`src/rtl/fetch_pred_pc_pkg.sv`:
```
// fetch_pred_pc_pkg
// Shared definitions for the fetch-side PC predictor: Y86-64 instruction
// codes and the default return-address-stack depth.
package fetch_pred_pc_pkg;

    // Y86-64 icode encodings
    typedef enum logic [3:0] {
        IHALT   = 4'h0,
        INOP    = 4'h1,
        IRRMOVQ = 4'h2,
        IIRMOVQ = 4'h3,
        IRMMOVQ = 4'h4,
        IMRMOVQ = 4'h5,
        IOPQ    = 4'h6,
        IJXX    = 4'h7,
        ICALL   = 4'h8,
        IRET    = 4'h9,
        IPUSHQ  = 4'hA,
        IPOPQ   = 4'hB
    } icode_e;

    localparam int unsigned RAS_DEPTH_DEF = 8;
    localparam int unsigned RAS_PTR_W_DEF = 3;

endpackage

```
`src/rtl/fetch_pred_pc_ras_stack.sv`:
```
// fetch_pred_pc_ras_stack
// Circular return-address stack with a speculative pointer/count (driven by
// fetch) and a committed pointer/count (driven by W-stage call/ret). On a
// branch mispredict the speculative state is reloaded from the committed
// state; entry contents are never repaired.
//
// Ports:
//   clk_i, rst_n_i   clock, async active-low reset
//   push_i           push push_data_i (fetch of a call, not stalled)
//   pop_i            pop (fetch of a predicted ret, not stalled)
//   push_data_i      return address to push
//   restore_i        reload speculative state from committed state
//   w_call_i/w_ret_i committed call/ret in W
//   top_o            entry below the speculative pointer
//   count_o          speculative occupancy
module fetch_pred_pc_ras_stack #(
    parameter int unsigned RAS_DEPTH = 8,
    parameter int unsigned PTR_W     = 3
) (
    input  logic             clk_i,
    input  logic             rst_n_i,
    input  logic             push_i,
    input  logic             pop_i,
    input  logic [63:0]      push_data_i,
    input  logic             restore_i,
    input  logic             w_call_i,
    input  logic             w_ret_i,
    output logic [63:0]      top_o,
    output logic [PTR_W:0]   count_o
);

    localparam logic [PTR_W:0] CNT_MAX = (PTR_W + 1)'(RAS_DEPTH);

    logic [63:0]      mem_q [RAS_DEPTH];

    logic [PTR_W-1:0] spec_ptr_q, spec_ptr_d;
    logic [PTR_W:0]   spec_cnt_q, spec_cnt_d;
    logic [PTR_W-1:0] com_ptr_q,  com_ptr_d;
    logic [PTR_W:0]   com_cnt_q,  com_cnt_d;

    // State the fetch op is applied on top of: committed (with this cycle's
    // W update) after a mispredict, otherwise the current speculative state.
    logic [PTR_W-1:0] base_ptr;
    logic [PTR_W:0]   base_cnt;

    always_comb begin
        com_ptr_d = com_ptr_q;
        com_cnt_d = com_cnt_q;
        if (w_call_i) begin
            com_ptr_d = com_ptr_q + 1'b1;
            if (com_cnt_q != CNT_MAX) begin
                com_cnt_d = com_cnt_q + 1'b1;
            end
        end else if (w_ret_i && (com_cnt_q != '0)) begin
            com_ptr_d = com_ptr_q - 1'b1;
            com_cnt_d = com_cnt_q - 1'b1;
        end
    end

    always_comb begin
        base_ptr   = restore_i ? com_ptr_d : spec_ptr_q;
        base_cnt   = restore_i ? com_cnt_d : spec_cnt_q;
        spec_ptr_d = base_ptr;
        spec_cnt_d = base_cnt;
        if (push_i) begin
            // When full the pointer still advances, overwriting the oldest entry.
            spec_ptr_d = base_ptr + 1'b1;
            if (base_cnt != CNT_MAX) begin
                spec_cnt_d = base_cnt + 1'b1;
            end
        end else if (pop_i && (base_cnt != '0)) begin
            spec_ptr_d = base_ptr - 1'b1;
            spec_cnt_d = base_cnt - 1'b1;
        end
    end

    always_ff @(posedge clk_i or negedge rst_n_i) begin
        if (!rst_n_i) begin
            spec_ptr_q <= '0;
            spec_cnt_q <= '0;
            com_ptr_q  <= '0;
            com_cnt_q  <= '0;
        end else begin
            spec_ptr_q <= spec_ptr_d;
            spec_cnt_q <= spec_cnt_d;
            com_ptr_q  <= com_ptr_d;
            com_cnt_q  <= com_cnt_d;
        end
    end

    // Entry storage is not reset; it is only read while count is non-zero.
    always_ff @(posedge clk_i) begin
        if (push_i) begin
            mem_q[base_ptr] <= push_data_i;
        end
    end

    assign top_o   = mem_q[spec_ptr_q - 1'b1];
    assign count_o = spec_cnt_q;

endmodule

```
`src/rtl/fetch_pred_pc.sv`:
```
// fetch_pred_pc
// Produces F_predPC: predicts the next PC from the instruction being fetched
// and registers it in the F pipeline register. ret is predicted from a
// return-address stack; wrong guesses are fixed by the existing M/W redirects.
//
// Ports:
//   clk_i, rst_n_i     clock, async active-low reset
//   F_stall_i          hold F register; suppresses RAS push/pop
//   f_icode_i          icode of fetched instruction
//   f_instr_valid_i    fetched instruction is valid
//   f_valC_i/f_valP_i  constant word / fall-through PC
//   M_icode_i/M_Cnd_i  M-stage jXX outcome (not-taken = mispredict)
//   W_icode_i          W-stage icode (commit of call/ret)
//   F_predPC_o         registered predicted PC
//   f_ras_hit_o        current ret is predicted from the RAS
//   ras_count_o        speculative RAS occupancy
module fetch_pred_pc
    import fetch_pred_pc_pkg::*;
#(
    parameter int unsigned RAS_DEPTH = RAS_DEPTH_DEF,
    parameter int unsigned PTR_W     = RAS_PTR_W_DEF
) (
    input  logic             clk_i,
    input  logic             rst_n_i,
    input  logic             F_stall_i,
    input  logic [3:0]       f_icode_i,
    input  logic             f_instr_valid_i,
    input  logic [63:0]      f_valC_i,
    input  logic [63:0]      f_valP_i,
    input  logic [3:0]       M_icode_i,
    input  logic             M_Cnd_i,
    input  logic [3:0]       W_icode_i,
    output logic [63:0]      F_predPC_o,
    output logic             f_ras_hit_o,
    output logic [PTR_W:0]   ras_count_o
);

    logic [63:0]    F_predPC_q, F_predPC_d;
    logic [63:0]    ras_top;
    logic [PTR_W:0] ras_count;
    logic           is_call, is_ret, ras_hit;
    logic           ras_push, ras_pop, restore;

    assign is_call  = f_instr_valid_i && (f_icode_i == ICALL);
    assign is_ret   = f_instr_valid_i && (f_icode_i == IRET);
    assign ras_hit  = is_ret && (ras_count != '0);
    assign ras_push = is_call && !F_stall_i;
    assign ras_pop  = ras_hit && !F_stall_i;
    assign restore  = (M_icode_i == IJXX) && !M_Cnd_i;

    always_comb begin
        F_predPC_d = f_valP_i;
        if (f_instr_valid_i) begin
            if ((f_icode_i == ICALL) || (f_icode_i == IJXX)) begin
                F_predPC_d = f_valC_i;
            end else if (ras_hit) begin
                F_predPC_d = ras_top;
            end
        end
    end

    always_ff @(posedge clk_i or negedge rst_n_i) begin
        if (!rst_n_i) begin
            F_predPC_q <= '0;
        end else if (!F_stall_i) begin
            F_predPC_q <= F_predPC_d;
        end
    end

    fetch_pred_pc_ras_stack #(
        .RAS_DEPTH (RAS_DEPTH),
        .PTR_W     (PTR_W)
    ) u_ras (
        .clk_i       (clk_i),
        .rst_n_i     (rst_n_i),
        .push_i      (ras_push),
        .pop_i       (ras_pop),
        .push_data_i (f_valP_i),
        .restore_i   (restore),
        .w_call_i    (W_icode_i == ICALL),
        .w_ret_i     (W_icode_i == IRET),
        .top_o       (ras_top),
        .count_o     (ras_count)
    );

    assign F_predPC_o  = F_predPC_q;
    assign f_ras_hit_o = ras_hit;
    assign ras_count_o = ras_count;

endmodule
```
`config.mk`:
```
export PLATFORM = sky130hd
export DESIGN_NAME = fetch_pred_pc
export DESIGN_NICKNAME = d
export VERILOG_FILES = /design/src/rtl/fetch_pred_pc_pkg.sv /design/src/rtl/fetch_pred_pc_ras_stack.sv /design/src/rtl/fetch_pred_pc.sv
export SDC_FILE = /design/constraint.sdc
export NUM_CORES = 1
export LEC_CHECK = 0
export ABC_CLOCK_PERIOD_IN_PS = 6300
export CORE_ASPECT_RATIO = 1.1
export CORE_UTILIZATION = 55
export DETAILED_ROUTE_END_ITERATION = 10
export PLACE_DENSITY_LB_ADDON = 0.08
export SLEW_MARGIN = 40
export SYNTH_ARGS = -nofsm -noshare
export SYNTH_HDL_FRONTEND = slang
export SYNTH_SLANG_ARGS = --single-unit
```
`constraint.sdc`:
```
create_clock -name clk_i -period 6.3 [get_ports clk_i]
set_clock_uncertainty 0.1 [all_clocks]
set_input_delay 1.26 -clock clk_i [delete_from_list [all_inputs] [get_ports clk_i]]
set_output_delay 1.26 -clock clk_i [all_outputs]
set_load 0.02 [all_outputs]
```
# ---- After elaboration in Yosys (flattened, before gate mapping)
# Memories as Yosys holds them, arrays and structs flattened.
# Index checks and enable logic that the tools add are counted.
dict set report op_classes {
  n_addsub 9
  n_eq_ne 8
  muxes 17
  reduce_logical 14
}
# operator count
set ops {}
lappend ops {{64-bit two-way mux} 3}
lappend ops {{4-bit two-way mux} 7}
lappend ops {{4-bit == test (second input constant)} 4}
lappend ops {{3-bit two-way mux} 5}
lappend ops {{4-bit nonzero test} 3}
lappend ops {{3-bit by 1-bit subtractor with 3-bit output (second input constant)} 3}
lappend ops {{4-bit by 1-bit adder with 4-bit output (second input constant)} 2}
lappend ops {{4-bit by 3-bit == test with 1-bit output (second input constant)} 2}
lappend ops {{1-bit logical AND} 8}
lappend ops {{4-bit inequality test (second input constant)} 2}
lappend ops {{4-bit by 1-bit subtractor with 4-bit output (second input constant)} 2}
lappend ops {{3-bit by 1-bit adder with 3-bit output (second input constant)} 2}
lappend ops {{1-bit logical NOT} 2}
lappend ops {{1-bit two-way mux} 2}
lappend ops {{1-bit logical OR} 1}
dict set report word_totals {
  reg_bits 78
  mem_bits_rw 512
  inputBits 145
  output_inout_bits 69
  wordCells 54
  n_memories 1
}
# memory depth width read_ports rd_clocked_by_memory_dff write_ports line
set memory_table {}
lappend memory_table {u_ras.mem_q 8 64 1 0 1 fetch_pred_pc_ras_stack.sv:34} ;# logic [63:0] mem_q [RAS_DEPTH];

# ---- Depth between registers and ports, before layout
dict set report depth {
  ltp_word 9
  ltp_mapped 11
  ltp_nobuf 11
}

# ---- Cells and area by module
# From an unflattened synthesis, not the netlist that was laid out.
dict set report unflattened {
  cells_unflattened 1490
  area_unflattened_um2 25550.8
}
# module n_inst cells_per_inst area_each_um2 seq_area_each_um2
set by_module_without_submodules {}
lappend by_module_without_submodules {fetch_pred_pc_ras_stack 1 864 20269.4 15725.1}
lappend by_module_without_submodules {fetch_pred_pc 1 626 5281.3 1601.5}

# ---- Least setup slack after synthesis
# No wires, ideal clock.
dict set report synth_timing {
  kind {input to register}
  start {input M_icode_i[3]}
  end {memory u_ras.mem_q[6][0], enable pin}
  setup_ps 487
  arrival_time_ps 5223
  required_time_ps 5713
  slack_ps 490
  stages 6
  n_path_buf 1
  path_cell_list {nor4bb_1 nand2_1 clkbuf_1 mux2i_2 or2_2 nor2_1}
}
dict set report synth_between {
  elab_chain_cells 3
}
# element line
set synth_rtl {}
lappend synth_rtl {{start: declaration} fetch_pred_pc.sv:30} ;# input logic [3:0] M_icode_i,
lappend synth_rtl {{4-bit by 3-bit == test with 1-bit output} fetch_pred_pc.sv:49} ;# assign restore = (M_icode_i == IJXX) && !M_Cnd_i;
lappend synth_rtl {{1-bit logical AND} fetch_pred_pc.sv:49}
lappend synth_rtl {{3-bit two-way mux} fetch_pred_pc_ras_stack.sv:61} ;# base_ptr = restore_i ? com_ptr_d : spec_ptr_q;
lappend synth_rtl {{end: declaration} fetch_pred_pc_ras_stack.sv:34}
# Every way passes these cells.

# ---- Worst setup path in the final report
dict set report layout_timing {
  start {input f_icode_i[2]}
  end {output f_ras_hit_o}
}
dict set report layout_between {
  elab_chain_cells 3
}
# element line
set layout_rtl {}
lappend layout_rtl {{start: declaration} fetch_pred_pc.sv:26} ;# input logic [3:0] f_icode_i,
lappend layout_rtl {{4-bit == test} fetch_pred_pc.sv:45} ;# assign is_ret = f_instr_valid_i && (f_icode_i == IRET);
lappend layout_rtl {{1-bit logical AND} fetch_pred_pc.sv:45}
lappend layout_rtl {{1-bit logical AND} fetch_pred_pc.sv:46} ;# assign ras_hit = is_ret && (ras_count != '0);
lappend layout_rtl {{end: declaration} fetch_pred_pc.sv:34} ;# output logic f_ras_hit_o,
# Every way passes these cells.

==> reports/qor.yml <==
synthCells: 1309
synth_seq_area_share: 0.7301
drtPass1Iterations: 7
place_congestion: 0.7806
grtUsageTotal: 0.2375
cpPeakStageDelay_ns: 0.64
dieArea_mm2: 0.04399
drt_wl_total_mm: 51.24
layout_min_cycle_time_ns: 4.552
cts_made_buffers: 56
first_global_vias: 12791
cts_resized: 0
cp-end-kind: "output port"
coreArea_mm2: 0.04240
regToRegStartpoint: "u_ras.spec_ptr_q[0]"
start_util: 0.5597
drt-vias-per-instance: 5.983
synth_top_family_by_area: "multiplexers"
syn_area_per_cell_um2: 18.13
grt_max_degree: 78
ios: 214
avgRoutedWirePerCell_um: 23.89
synth_xor_area_frac: 0.003690
synthMuxAreaShare: 0.1515
slew_violations: 0
cts_max_level: 2
tightestPinTransition_ns: 0.8313
yosysWarnings: 0
powerDensity_mw_per_mm2: 397.2
drive_gt1_frac: 0.1756
cp_slowest_cell: "clkdlybuf4s50_1"
dp_hpwl_mm: 29.29
worst-path-stages: 5
synth-edff-count: 512
synth_simple_gate_area_share: 0.03416
ir_worst_vdd_mv: 0.3572
leakagePower_nw: 9.503
area_growth_pct: 20.42
r2r_slack_ns: 2.63
port_buffers: 213
clk_latency_ns: 0.57
rows: 79
power_w: 0.01135
detail_route.iter0.violations: 986
crit_arrival_ns: 3.19
ys_ff_latch: 590
ant_nets: 0
setup_tns_ns: 0
max_freq_ghz: 0.2197
clockBufferDepth: 3
critical_path.max_fanout: 4
layout_commonest_cell: "edfxtp_1"
required_ns: 4.94
syn_nets: 1463
via_count: 12833
die_w_um: 200.1
reg2reg_to: "F_predPC_o[3]"
status: "finished clean"
critical_path_class: "input pin to output port"
cp-endpoint: "f_ras_hit_o"
crit_top_cell: "clkdlybuf4s50_1"
finalSetupViolCount: 0
min_period_over_period: 0.7225
cts.sinks: 590
max-cap-violations: 0
synth-adder-area-share: 0.004745
hp-start: "u_ras.com_ptr_q[2]"
slew_headroom: 0.4458
cts_root_buffer: "clkbuf_16"
path_buf_inv: 3
post_synth_num_cell_types: 58
hold_buffers: 0
die-height_um: 219.9
postCtsSetupBuffers: 0
hold_viol: 0
antenna_found_initial: 0
drc: 0
rsz0062_at_grt: "false"
cts.clk_slew.worst_paths_ns: 0.06
synthFlopType: "edfxtp_1"
finalNetCount: 1685
cts_tree: "built"
synth_area_mm2: 0.02373
final_cell_mix: "512 x edfxtp_1, 210 x clkdlybuf4s50_1, 141 x nand2_1, 128 x mux4_2, 78 x dfrtp_1"
grt_pass1_wl_mm: 77.03
async_flop_share: 0.1322
synth_compound_area_frac: 0.05957
crit_start: "f_icode_i[2]"
critPathTopFamily: "buffers and inverters"
hp-class: "register to register"
r2r_cells: 9
grt_remaining_overflow: 0
start_kind: "input pin"
path_cells: "clkdlybuf4s50_1 -> nand4bb_1 -> or2_2 -> inv_1 -> clkdlybuf4s50_1"
[cells in the mapped netlist (all sizes together), types with 3 or more instances]
| library cell | count | area (um2) |
|---|---|---|
| nand3 | 4 | 25.02 |
| nor3 | 5 | 25.02 |
| nor2 | 13 | 48.80 |
| a31oi | 4 | 25.02 |
| inv | 13 | 48.80 |
| ha | 9 | 112.6 |
| mux2i | 69 | 698.2 |
| a22oi | 64 | 480.5 |
| clkbuf | 49 | 183.9 |
| a32oi | 3 | 26.28 |
| edfxtp | 512 | 15370 |
| buf | 30 | 152.6 |
| dfrtp | 78 | 1952 |
| xnor2 | 8 | 70.07 |
| or3 | 3 | 18.77 |
| o21ai | 133 | 669.4 |
| a21oi | 8 | 55.06 |
| nor3b | 3 | 27.52 |
| mux4 | 128 | 2883 |
| nand2 | 142 | 533.0 |
[worst min path at each step]
stage          slack, ns            endpoint  cells past startpoint
2_1_floorplan       0.34  u_ras.com_ptr_q[2]                      1
3_3_place_gp        0.37  u_ras.com_ptr_q[2]                      1
3_5_place_dp        0.37  u_ras.com_ptr_q[2]                      1
4_1_cts             0.38  u_ras.com_ptr_q[2]                      1
5_1_grt             0.41  u_ras.com_ptr_q[2]                      1
6_report            0.39  u_ras.com_ptr_q[2]                      1
[registers in the layout, summed over array words and instances (netlist names)]
name              flops
F_predPC_o           64
u_ras.com_ptr_q       3
u_ras.count_o         4
u_ras.spec_ptr_q      3
u_ras.mem_q         512
u_ras.com_cnt_q       4
[report_power, final]
group,switching [W],internal (W)
Clock,0.00138,0.00202
Sequential,0.0000799,0.00435
Combinational,0.00174,0.00178
Total,0.00320,0.00815
[routing by layer]
layer / global-route usage / part of all wire
met1: 0.3488 / 0.44
met2: 0.3861 / 0.49
met3: 0.02938 / 0.052
met4: 0.05293 / 0.017
met5: 0 / 0
[worst reg2reg max path, stage by stage (launching register included)]
cell,delay (ns)
dfrtp_1,0.38
clkinv_2,0.57
ha_4,0.46
xor2_4,0.23
buf_12,0.50
mux4_2,0.65
mux2i_1,0.34
o21ai_0,0.15
nand2_1,0.11
o21ai_1,0.05
[area by class of cell]
class                           instances  area [um2]
Fill cell                            2833       13830
Timing Repair Buffer                  243        2479
Inverter                               13       50.05
Clock inverter                         31       362.8
Multi-Input combinational cell        627        6132
Antenna cell                            1       2.502
Clock buffer                           73        1516
Tap cell                              567       709.4
Sequential cell                       590       17330
[logic make-up after synthesis]
family / count (synthesis)
AO/OA/AOI/OAI: 225
XOR/XNOR: 10
adder cells (fa/ha/maj): 9
buffers and inverters: 92
flip-flops: 590
multiplexers: 198
AND/OR/NAND/NOR: 185
[per-stage QoR]
step	setup slack (ns)	hold WS, ns	instance area (um2)	instances	utilization
detailed placement	1.672	0.3674	26670	2039	0.6289
finish	1.748	0.3871	28580	2145	0.6740
CTS	1.777	0.3794	28550	2143	0.6732
global route	1.697	0.4066	28580	2144	0.6739
floorplan	0.4902	0.3421	23730	1309	-
global placement	1.703	0.3656	26620	2037	0.6278
Power figures use the tool's default switching activity.
